<file path="src/rtl/axis_split_sched_pkg.sv">
// Shared types for the split-length scheduler.
// FSM encoding and default sizing.
package axis_split_sched_pkg;

  typedef enum logic {
    IDLE   = 1'b0,
    ACTIVE = 1'b1
  } state_e;

  localparam int DEF_LSIZE = 16;
  localparam int DEF_DEPTH = 8;

endpackage

</file>
<file path="src/rtl/axis_split_len_fifo.sv">
// Show-ahead synchronous FIFO holding queued split lengths.
// A push while full is taken only when a pop frees the slot.
module axis_split_len_fifo
  import axis_split_sched_pkg::*;
#(
  parameter int WIDTH = DEF_LSIZE,
  parameter int DEPTH = DEF_DEPTH
) (
  input  logic                     clock,
  input  logic                     rst_n,
  input  logic                     push,
  input  logic                     pop,
  input  logic [WIDTH-1:0]         din,
  output logic [WIDTH-1:0]         dout,
  output logic [$clog2(DEPTH):0]   count,
  output logic                     full,
  output logic                     empty
);

  localparam int AW = $clog2(DEPTH);

  logic [WIDTH-1:0] mem_q [DEPTH];
  logic [AW-1:0]    wr_q, wr_d;
  logic [AW-1:0]    rd_q, rd_d;
  logic [AW:0]      cnt_q, cnt_d;
  logic             do_push, do_pop;

  assign empty = (cnt_q == '0);
  assign full  = (cnt_q == (AW+1)'(DEPTH));
  assign count = cnt_q;
  assign dout  = mem_q[rd_q];

  always_comb begin
    do_pop  = pop && !empty;
    do_push = push && (!full || do_pop);
    wr_d    = do_push ? wr_q + AW'(1) : wr_q;
    rd_d    = do_pop ? rd_q + AW'(1) : rd_q;
    cnt_d   = cnt_q;
    if (do_push && !do_pop) cnt_d = cnt_q + (AW+1)'(1);
    if (do_pop && !do_push) cnt_d = cnt_q - (AW+1)'(1);
  end

  always_ff @(posedge clock) begin
    if (!rst_n) begin
      wr_q  <= '0;
      rd_q  <= '0;
      cnt_q <= '0;
    end else begin
      wr_q  <= wr_d;
      rd_q  <= rd_d;
      cnt_q <= cnt_d;
    end
  end

  always_ff @(posedge clock) begin
    if (do_push) mem_q[wr_q] <= din;
  end

endmodule

</file>
<file path="src/rtl/axis_split_len_scheduler.sv">
// Gates an origin stream so each packet enters the splitter only
// once its split length is loaded; holds it until the tlast beat.
module axis_split_len_scheduler
  import axis_split_sched_pkg::*;
#(
  parameter int DSIZE = 8,
  parameter int USIZE = 1,
  parameter int LSIZE = DEF_LSIZE,
  parameter int DEPTH = DEF_DEPTH
) (
  input  logic                   clock,
  input  logic                   rst_n,
  input  logic                   cfg_valid,
  output logic                   cfg_ready,
  input  logic [LSIZE-1:0]       cfg_len,
  input  logic                   s_tvalid,
  output logic                   s_tready,
  input  logic [DSIZE-1:0]       s_tdata,
  input  logic [USIZE-1:0]       s_tuser,
  input  logic                   s_tlast,
  output logic                   m_tvalid,
  input  logic                   m_tready,
  output logic [DSIZE-1:0]       m_tdata,
  output logic [USIZE-1:0]       m_tuser,
  output logic                   m_tlast,
  output logic [LSIZE-1:0]       split_len,
  output logic                   pkt_done,
  output logic                   short_pkt,
  output logic [$clog2(DEPTH):0] q_count
);

  state_e           state_q, state_d;
  logic [LSIZE-1:0] split_len_q, split_len_d;
  logic [LSIZE-1:0] beat_cnt_q, beat_cnt_d;
  logic             pkt_done_q, pkt_done_d;
  logic             short_pkt_q, short_pkt_d;
  logic [LSIZE-1:0] q_dout;
  logic [LSIZE:0]   beats_now;
  logic             q_full, q_empty, q_push, pop;
  logic             active, fire, last_fire;

  axis_split_len_fifo #(
    .WIDTH (LSIZE),
    .DEPTH (DEPTH)
  ) u_fifo (
    .clock (clock),
    .rst_n (rst_n),
    .push  (q_push),
    .pop   (pop),
    .din   (cfg_len),
    .dout  (q_dout),
    .count (q_count),
    .full  (q_full),
    .empty (q_empty)
  );

  assign active    = (state_q == ACTIVE);
  assign fire      = active && s_tvalid && m_tready;
  assign last_fire = fire && s_tlast;
  assign pop       = !q_empty && (!active || last_fire);
  assign cfg_ready = rst_n && (!q_full || pop);
  assign q_push    = cfg_valid && cfg_ready;

  assign m_tvalid  = active && s_tvalid;
  assign s_tready  = active && m_tready;
  assign m_tdata   = s_tdata;
  assign m_tuser   = s_tuser;
  assign m_tlast   = s_tlast;
  assign split_len = split_len_q;
  assign pkt_done  = pkt_done_q;
  assign short_pkt = short_pkt_q;

  always_comb begin
    state_d     = state_q;
    split_len_d = split_len_q;
    beat_cnt_d  = beat_cnt_q;
    pkt_done_d  = 1'b0;
    short_pkt_d = 1'b0;
    beats_now   = {1'b0, beat_cnt_q} + (LSIZE+1)'(1);
    unique case (state_q)
      IDLE: begin
        if (!q_empty) begin
          state_d     = ACTIVE;
          split_len_d = q_dout;
          beat_cnt_d  = '0;
        end
      end
      ACTIVE: begin
        if (fire) begin
          if (beat_cnt_q != '1) beat_cnt_d = beat_cnt_q + LSIZE'(1);
          if (s_tlast) begin
            pkt_done_d  = 1'b1;
            // true when the packet never reached the split point
            short_pkt_d = (beats_now <= {1'b0, split_len_q});
            beat_cnt_d  = '0;
            if (!q_empty) split_len_d = q_dout;
            else          state_d     = IDLE;
          end
        end
      end
      default: state_d = IDLE;
    endcase
  end

  always_ff @(posedge clock) begin
    if (!rst_n) begin
      state_q     <= IDLE;
      split_len_q <= '0;
      beat_cnt_q  <= '0;
      pkt_done_q  <= 1'b0;
      short_pkt_q <= 1'b0;
    end else begin
      state_q     <= state_d;
      split_len_q <= split_len_d;
      beat_cnt_q  <= beat_cnt_d;
      pkt_done_q  <= pkt_done_d;
      short_pkt_q <= short_pkt_d;
    end
  end

endmodule

</file>
<file path="config.mk">
export PLATFORM = sky130hd
export DESIGN_NAME = axis_split_len_scheduler
export DESIGN_NICKNAME = d
export VERILOG_FILES = /design/src/rtl/axis_split_sched_pkg.sv /design/src/rtl/axis_split_len_fifo.sv /design/src/rtl/axis_split_len_scheduler.sv
export SDC_FILE = /design/constraint.sdc
export NUM_CORES = 1
export LEC_CHECK = 0
export CAP_MARGIN = 20
export CORE_AREA = 2 2 128 130
export DETAILED_ROUTE_END_ITERATION = 10
export DIE_AREA = 0 0 130 132
export GPL_TIMING_DRIVEN = 0
export HOLD_SLACK_MARGIN = 0.08
export PLACE_DENSITY_LB_ADDON = 0.2
export SLEW_MARGIN = 40
export SYNTH_ARGS = -nofsm -noshare
export SYNTH_HDL_FRONTEND = slang
export SYNTH_SLANG_ARGS = --single-unit
</file>
<file path="constraint.sdc">
create_clock -name clock -period 2.7 [get_ports clock]
set_clock_uncertainty 0.2 [all_clocks]
set_input_delay 0.405 -clock clock [delete_from_list [all_inputs] [get_ports clock]]
set_output_delay 0.405 -clock clock [all_outputs]
set_load 0.01 [all_outputs]
</file>
# Yosys cells after proc, flatten, opt, wreduce, memory -nomap -nowiden
# Memory sizes are Yosys's and may differ from the RTL's. A register that Yosys moved wholly into a read port is not among the register bits.
# Cells that the tools add are included.
[classes]
bitwise = 1
muxes = 20
div_mod_pow = 0
order_cmp = 1
n_reduce_logical = 25
addsub = 6
eq_ne = 6
n_mul = 0
shift = 0
[op_table]
columns = ["op", "count"]
rows = [
  ["two-way mux 16 bit", 7],
  ["one-hot mux 16 bit (2 select lines)", 2],
  ["adder 16 x 1 -> 17 bit (second input constant)", 1],
  ["less-or-equal comparator 17 x 16 -> 1 bit", 1],
  ["adder 16 x 1 -> 16 bit (second input constant)", 1],
  ["!= test 16 bit (second input constant)", 1],
  ["logical AND 1 bit", 11],
  ["two-way mux 4 bit", 2],
  ["adder 3 x 1 -> 3 bit (second input constant)", 2],
  ["two-way mux 1 bit", 6],
  ["two-way mux 3 bit", 2],
  ["AND reduction 3 bit", 2],
  ["zero test 1 bit", 5],
  ["adder 4 x 1 -> 4 bit (second input constant)", 1],
  ["equality test 4 bit (second input constant)", 1],
  ["zero test 4 bit", 1],
  ["!= test 2 bit (second input constant)", 2],
  ["AND reduction 4 bit", 1],
  ["subtractor 4 x 1 -> 4 bit (second input constant)", 1],
  ["logical OR 1 bit", 3],
  ["!= test 3 x 2 -> 1 bit (second input constant)", 1],
  ["!= test 2 x 1 -> 1 bit (second input constant)", 1],
  ["one-hot mux 1 bit (2 select lines)", 1],
  ["AND reduction 2 bit", 1],
  ["2 further kinds", 2],
]
[totals]
latchBits = 0
out_inout_bits = 35
input_bits = 31
mem_bits_ro = 0
ram_bits = 128
reg_bits = 45
mem_count = 1
[mem_list]
columns = ["memory", "depth", "width", "read_ports", "rd_ports_with_merged_regs", "write_ports", "line_no", "source"]
rows = [
  ["u_fifo.mem_q", 8, 16, 1, 1, 1, "axis_split_len_fifo.sv:22", "logic [WIDTH-1:0] mem_q [DEPTH];"],
]

# Depth between registers and ports, before layout
[logic_depth]
word_depth = 12
mapped_depth = 11
mapped_depth_nobuf = 11

# Hierarchy
# Synthesis repeated with hierarchy kept, for this count alone.
[hier_totals]
hier_cells = 521
area_unflattened_um2 = 7810.0
[by_module_without_submodules]
columns = ["module", "seq_area_each_um2", "n_inst", "area_per_inst_um2", "cells_per_inst"]
rows = [
  ["axis_split_len_fifo", 4103.9, 1, 5670.4, 268],
  ["axis_split_len_scheduler", 700.7, 1, 2139.6, 253],
]

# Worst setup path after synthesis
# Ideal clock, no wire load.
[synth_path]
path_type = "reg2reg"
start = "register u_fifo.cnt_q[1], in the netlist u_fifo.count[1]"
end = "memory u_fifo.mem_q[0][0] (netlist bit), enable pin"
required_time_ns = 2.091
n_path_buf = 1
setup_slack_ns = -0.283
stages_incl_launch_ff = 6
t_arrival_ns = 2.374
cell_sequence = "dfxtp_1 clkbuf_1 or4b_2 o311ai_4 or2_2 nor3_1"
[synth_via]
elab_chain_cells = 9
elab_cells_between_ends = 13
cone_classes = "1 x eq/ne; 2 x mux; 10 x reduce/logical"
[synth_lines]
columns = ["item", "line_no", "source"]
rows = [
  ["start, declared", "axis_split_len_fifo.sv:25", "logic [AW:0] cnt_q, cnt_d;"],
  ["start signal, assigned", "axis_split_len_fifo.sv:51", "cnt_q <= cnt_d;"],
  ["zero test 4 bit", "axis_split_len_fifo.sv:28", "assign empty = (cnt_q == '0);"],
  ["zero test 1 bit", "axis_split_len_fifo.sv:34, axis_split_len_scheduler.sv:60", ""],
  ["logical AND 1 bit", "axis_split_len_scheduler.sv:60", "assign pop = !q_empty && (!active || last_fire);"],
  ["logical OR 1 bit", "axis_split_len_scheduler.sv:61", "assign cfg_ready = rst_n && (!q_full || pop);"],
  ["logical AND 1 bit", "axis_split_len_scheduler.sv:61", ""],
  ["logical AND 1 bit", "axis_split_len_scheduler.sv:62", "assign q_push = cfg_valid && cfg_ready;"],
  ["logical AND 1 bit *", "axis_split_len_fifo.sv:35", "do_push = push && (!full || do_pop);"],
  ["two-way mux 1 bit *", "axis_split_len_fifo.sv:56", "if (do_push) mem_q[wr_q] <= din;"],
  ["two-way mux 1 bit (implied by the code) *", "axis_split_len_fifo.sv:56", ""],
  ["end, declared", "axis_split_len_fifo.sv:22", ""],
]
# Mark *: on every way between the ends. The rest lies on a longest branch, timed or not.

# Worst setup path after layout
[layout_path]
start = "register u_fifo.cnt_q[0], in the netlist u_fifo.count[0]"
end = "register u_fifo.cnt_q[2], in the netlist u_fifo.count[2]"
[layout_via]
elab_chain_cells = 10
elab_cells_between_ends = 20
cone_classes = "2 x add/sub; 1 x eq/ne; 2 x mux; 15 x reduce/logical"
[layout_lines]
columns = ["item", "line_no", "source"]
rows = [
  ["zero test 4 bit", "axis_split_len_fifo.sv:28", ""],
  ["zero test 1 bit", "axis_split_len_fifo.sv:34, axis_split_len_scheduler.sv:60", ""],
  ["logical AND 1 bit", "axis_split_len_scheduler.sv:60", ""],
  ["logical OR 1 bit", "axis_split_len_scheduler.sv:61", ""],
  ["logical AND 1 bit", "axis_split_len_scheduler.sv:61", ""],
  ["logical AND 1 bit", "axis_split_len_scheduler.sv:62", ""],
  ["logical AND 1 bit", "axis_split_len_fifo.sv:35", ""],
  ["zero test 1 bit", "axis_split_len_fifo.sv:40", "if (do_pop && !do_push) cnt_d = cnt_q - (AW+1)'(1);"],
  ["logical AND 1 bit", "axis_split_len_fifo.sv:40", ""],
  ["two-way mux 4 bit / nonzero test 2 bit (equally long branches)", "--", ""],
]
# Several ways; a longest one is shown, not always the timed one. The select of a mux whose other input is x is not followed.
# A chain may end at the register's enable or synchronous reset.

==> metrics.cfg <==
[detailed_routing]
wl_per_cell_um = 19.2
wl_um = 16000
drt_iter0_drc = 286
post-route-drc-count = 0
avgViaCountPerCell = 5.57
vias = 4637
first_pass_iters = 4
ant_nets = 0

[global_routing]
grtUsageMet1_pct = 25.1
use_met2_pct = 32.6
grt_pass1_vias = 4666
busiest_layer = met2
grt_use_met3_pct = 5.07
grt_pass1_wl_um = 24800
antenna_found_initial = 0
overflow = 0
gr-usage-all-layers_pct = 19.4
grt_max_degree = 18

[place]
dpl_cell_area_mm2 = 0.00852
port_buffers = 55
dp_hpwl_um = 10900
gp_congestion = 0.823
dp_cells = 783

[yosys]
ys_types = 55
syn_area_per_cell_um2 = 14.9
yosysWarnings = 0
seq_area_frac_synth_pct = 64.2
synthArstFlopShare_pct = 0
synth_area_mm2 = 0.00749
synth_seq_cells = 176
ys.flop_type = edfxtp_1
synth_edf_count = 128
synth_cells = 504
synth_nets = 557

[cells_and_area]
final_cell_mix = edfxtp_1, clkdlybuf4s50_1, dfxtp_1
final_nets = 657
syn2layout_area_growth_pct = 25.8
final_common_cell = edfxtp_1
antenna_cells = 0
fin_area_mm2 = 0.00942
instances_no_fill = 833
final_layout_size_suffix_gt1_share_pct = 25.9

[worst_setup_path]
cp.arrival_ns = 2.90
path_max_fanout = 6
startpoint_type = register
cp_data_required_time_ns = 2.86
cpPeakStageDelay_ns = 0.57
end_kind = register
crit_chain = or4b_4 -> o311ai_4 -> ha_4 -> xor2_2 -> ha_2 -> a21oi_1 -> xor2_1 -> or3_1 -> a21oi_2
critical_path_class = reg -> reg
crit_path_top_delay_cell = or4b_4

[clock_tree]
tritoncts = built
clockRootBuffer = clkbuf_16
cts_buffer_depth = 2
clkLatencyLatePin_ns = 0.43
clk_pin_slew_ns = 0.07
cts.sinks = 176
numCtsBuffers = 17
htree_levels = 4

[sta]
post-route-min-period_ns = 2.75
tns_ns = -0.0454
max_freq_ghz = 0.364
slew_viol_final = 0
finalHoldWorstSlack_ns = 0.159
worst_pin_slew_ns = 0.774
rsz0062_at_grt = yes
setup_ws_ns = -0.0454
setup_viol = 1
finalHoldViolations = 0
relSlewSlack_pct = 47.8
post-route-period-util_pct = 102

[power]
combPwrFrac_pct = 26.2
p_leak_nw = 3.18
switchingPower_mw = 2.27
p_clk_share_pct = 31.4
design_power_total_mw = 7.63
power.density_mw_per_mm2 = 810
p_seq_share_pct = 42.5
swShare_pct = 29.7
vdd_ir_drop_max_mv = 0.538
p_int_mw = 5.36

[die]
core.rowCount = 46
io_pins = 66
start_util_pct = 47.6
dieArea_mm2 = 0.0172
core_area_mm2 = 0.0157
die_y_um = 132
die_x_um = 130

[hold_path]
hp-class = in -> reg

[status]
outcome = finished with violations
violations = negative setup slack

[run]
drv_cap = 0

critical path: cells and delay by family, from the launching register on:
| kind | cells | cell delay, ns |
|---|---|---|
| AND/OR/NAND/NOR | 2 | 0.91 |
| AO/OA/AOI/OAI | 3 | 0.60 |
| adder cells (fa/ha/maj) | 2 | 0.40 |
| flip-flops | 1 | 0.37 |
| XOR/XNOR | 2 | 0.20 |
cells by family (layout without fill, tap and decap cells):
| group | Yosys count | count (layout) | synth area share [%] |
|---|---|---|---|
| AOI/OAI and AO/OA | 88 | 88 | 7.59 |
| and+or+nand+nor | 93 | 93 | 6.62 |
| muxes | 50 | 50 | 12.0 |
| adders and majority gates | 22 | 22 | 3.68 |
| buffers and inverters | 55 | 168 | 3.56 |
| xor gates and xnor gates | 20 | 20 | 2.34 |
| DFF | 176 | 176 | 64.2 |
through the flow:
| step | worst slack (ns) | utilization, % |
|---|---|---|
| after floorplan | -0.0769 | - |
| after global placement | -1.08 | 53.1 |
| after detailed placement | -0.989 | 54.2 |
| after CTS | -0.0779 | 58.4 |
| after global routing | -0.155 | 59.9 |
| final | -0.0454 | 59.9 |
Yosys cell counts (all sizes together), types with 2 or more instances:
master    n  area (µm²)
edfxtp  128        3840
dfxtp    48         961
mux4     32         721
a21oi    30         150
o21ai    27         135
nor2     24        90.1
ha       22         275
inv      21        78.8
buf      20         135
mux2i    18         180
nand2    17        63.8
clkbuf   14        52.6
nand3    13        77.6
xnor2    10        87.6
xor2     10        87.6
a32o      8        81.3
nor3      7        35.0
nand4     6        37.5
and4      4        36.3
nand2b    4        25.0
a21o      3        22.5
a31oi     3        18.8
and2      3        21.3
and3      3        20.0
or3       3        18.8
a211oi    2        15.0
a311oi    2        17.5
nor2b     2        12.5
o22ai     2        18.8
o31ai     2        15.0
cell type report:
class | instances | area (µm²)
clock inverter | 15 | 146
multi-input combinational | 273 | 2660
sequential | 176 | 4820
tap | 216 | 270
clock buffer | 17 | 425
buffer | 33 | 198
fill | 1226 | 6290
timing repair buffer | 82 | 821
inverter | 21 | 78.8
final timing paths:
path,from,end,slack (ns),cells after the start
setup reg to reg,u_fifo.count[0],u_fifo.count[2],-0.05,9
hold reg to reg,beat_cnt_q[15],beat_cnt_q[15],0.33,1
setup / recovery,u_fifo.count[0],u_fifo.count[2],-0.05,9
hold / removal,s_tlast,pkt_done,0.16,3
flip-flops by register name, indices dropped and copies added (netlist names), named ones only:
| name | flops |
|---|---|
| split_len | 16 |
| beat_cnt_q | 16 |
| u_fifo.wr_q | 3 |
| short_pkt | 1 |
| u_fifo.rd_q | 3 |
| u_fifo.mem_q | 128 |
| pkt_done | 1 |
| u_fifo.count | 4 |
| active | 1 |
metal layers:
metal	vias up	wire length, µm
met1	2339	6740
met5	-	0
met3	16	931
li1	2134	-
met2	148	8080
met4	0	197
power by group through the flow:
stage               Combinational [mW]  Clock, mW  Sequential (mW)
floorplan                         1.18          0             3.27
global placement                  1.79          0             3.28
detailed placement                1.86          0             3.29
CTS                               1.91       2.43             3.23
global route                      2.20       2.54             3.26
finish                            2.00       2.39             3.24
repair_timing:
| action | 4_1_cts | 5_1_grt |
|---|---|---|
| endpoints found under the setup margin | 21 | 27 |
| pin swaps | 5 | 16 |
| buffers inserted | 6 | 13 |
| resized for setup | 14 | 36 |
| hold endpoints to repair | 0 | 0 |
| hold buffers | 0 | 0 |
No activity file was read; power rests on OpenSTA's default activity.
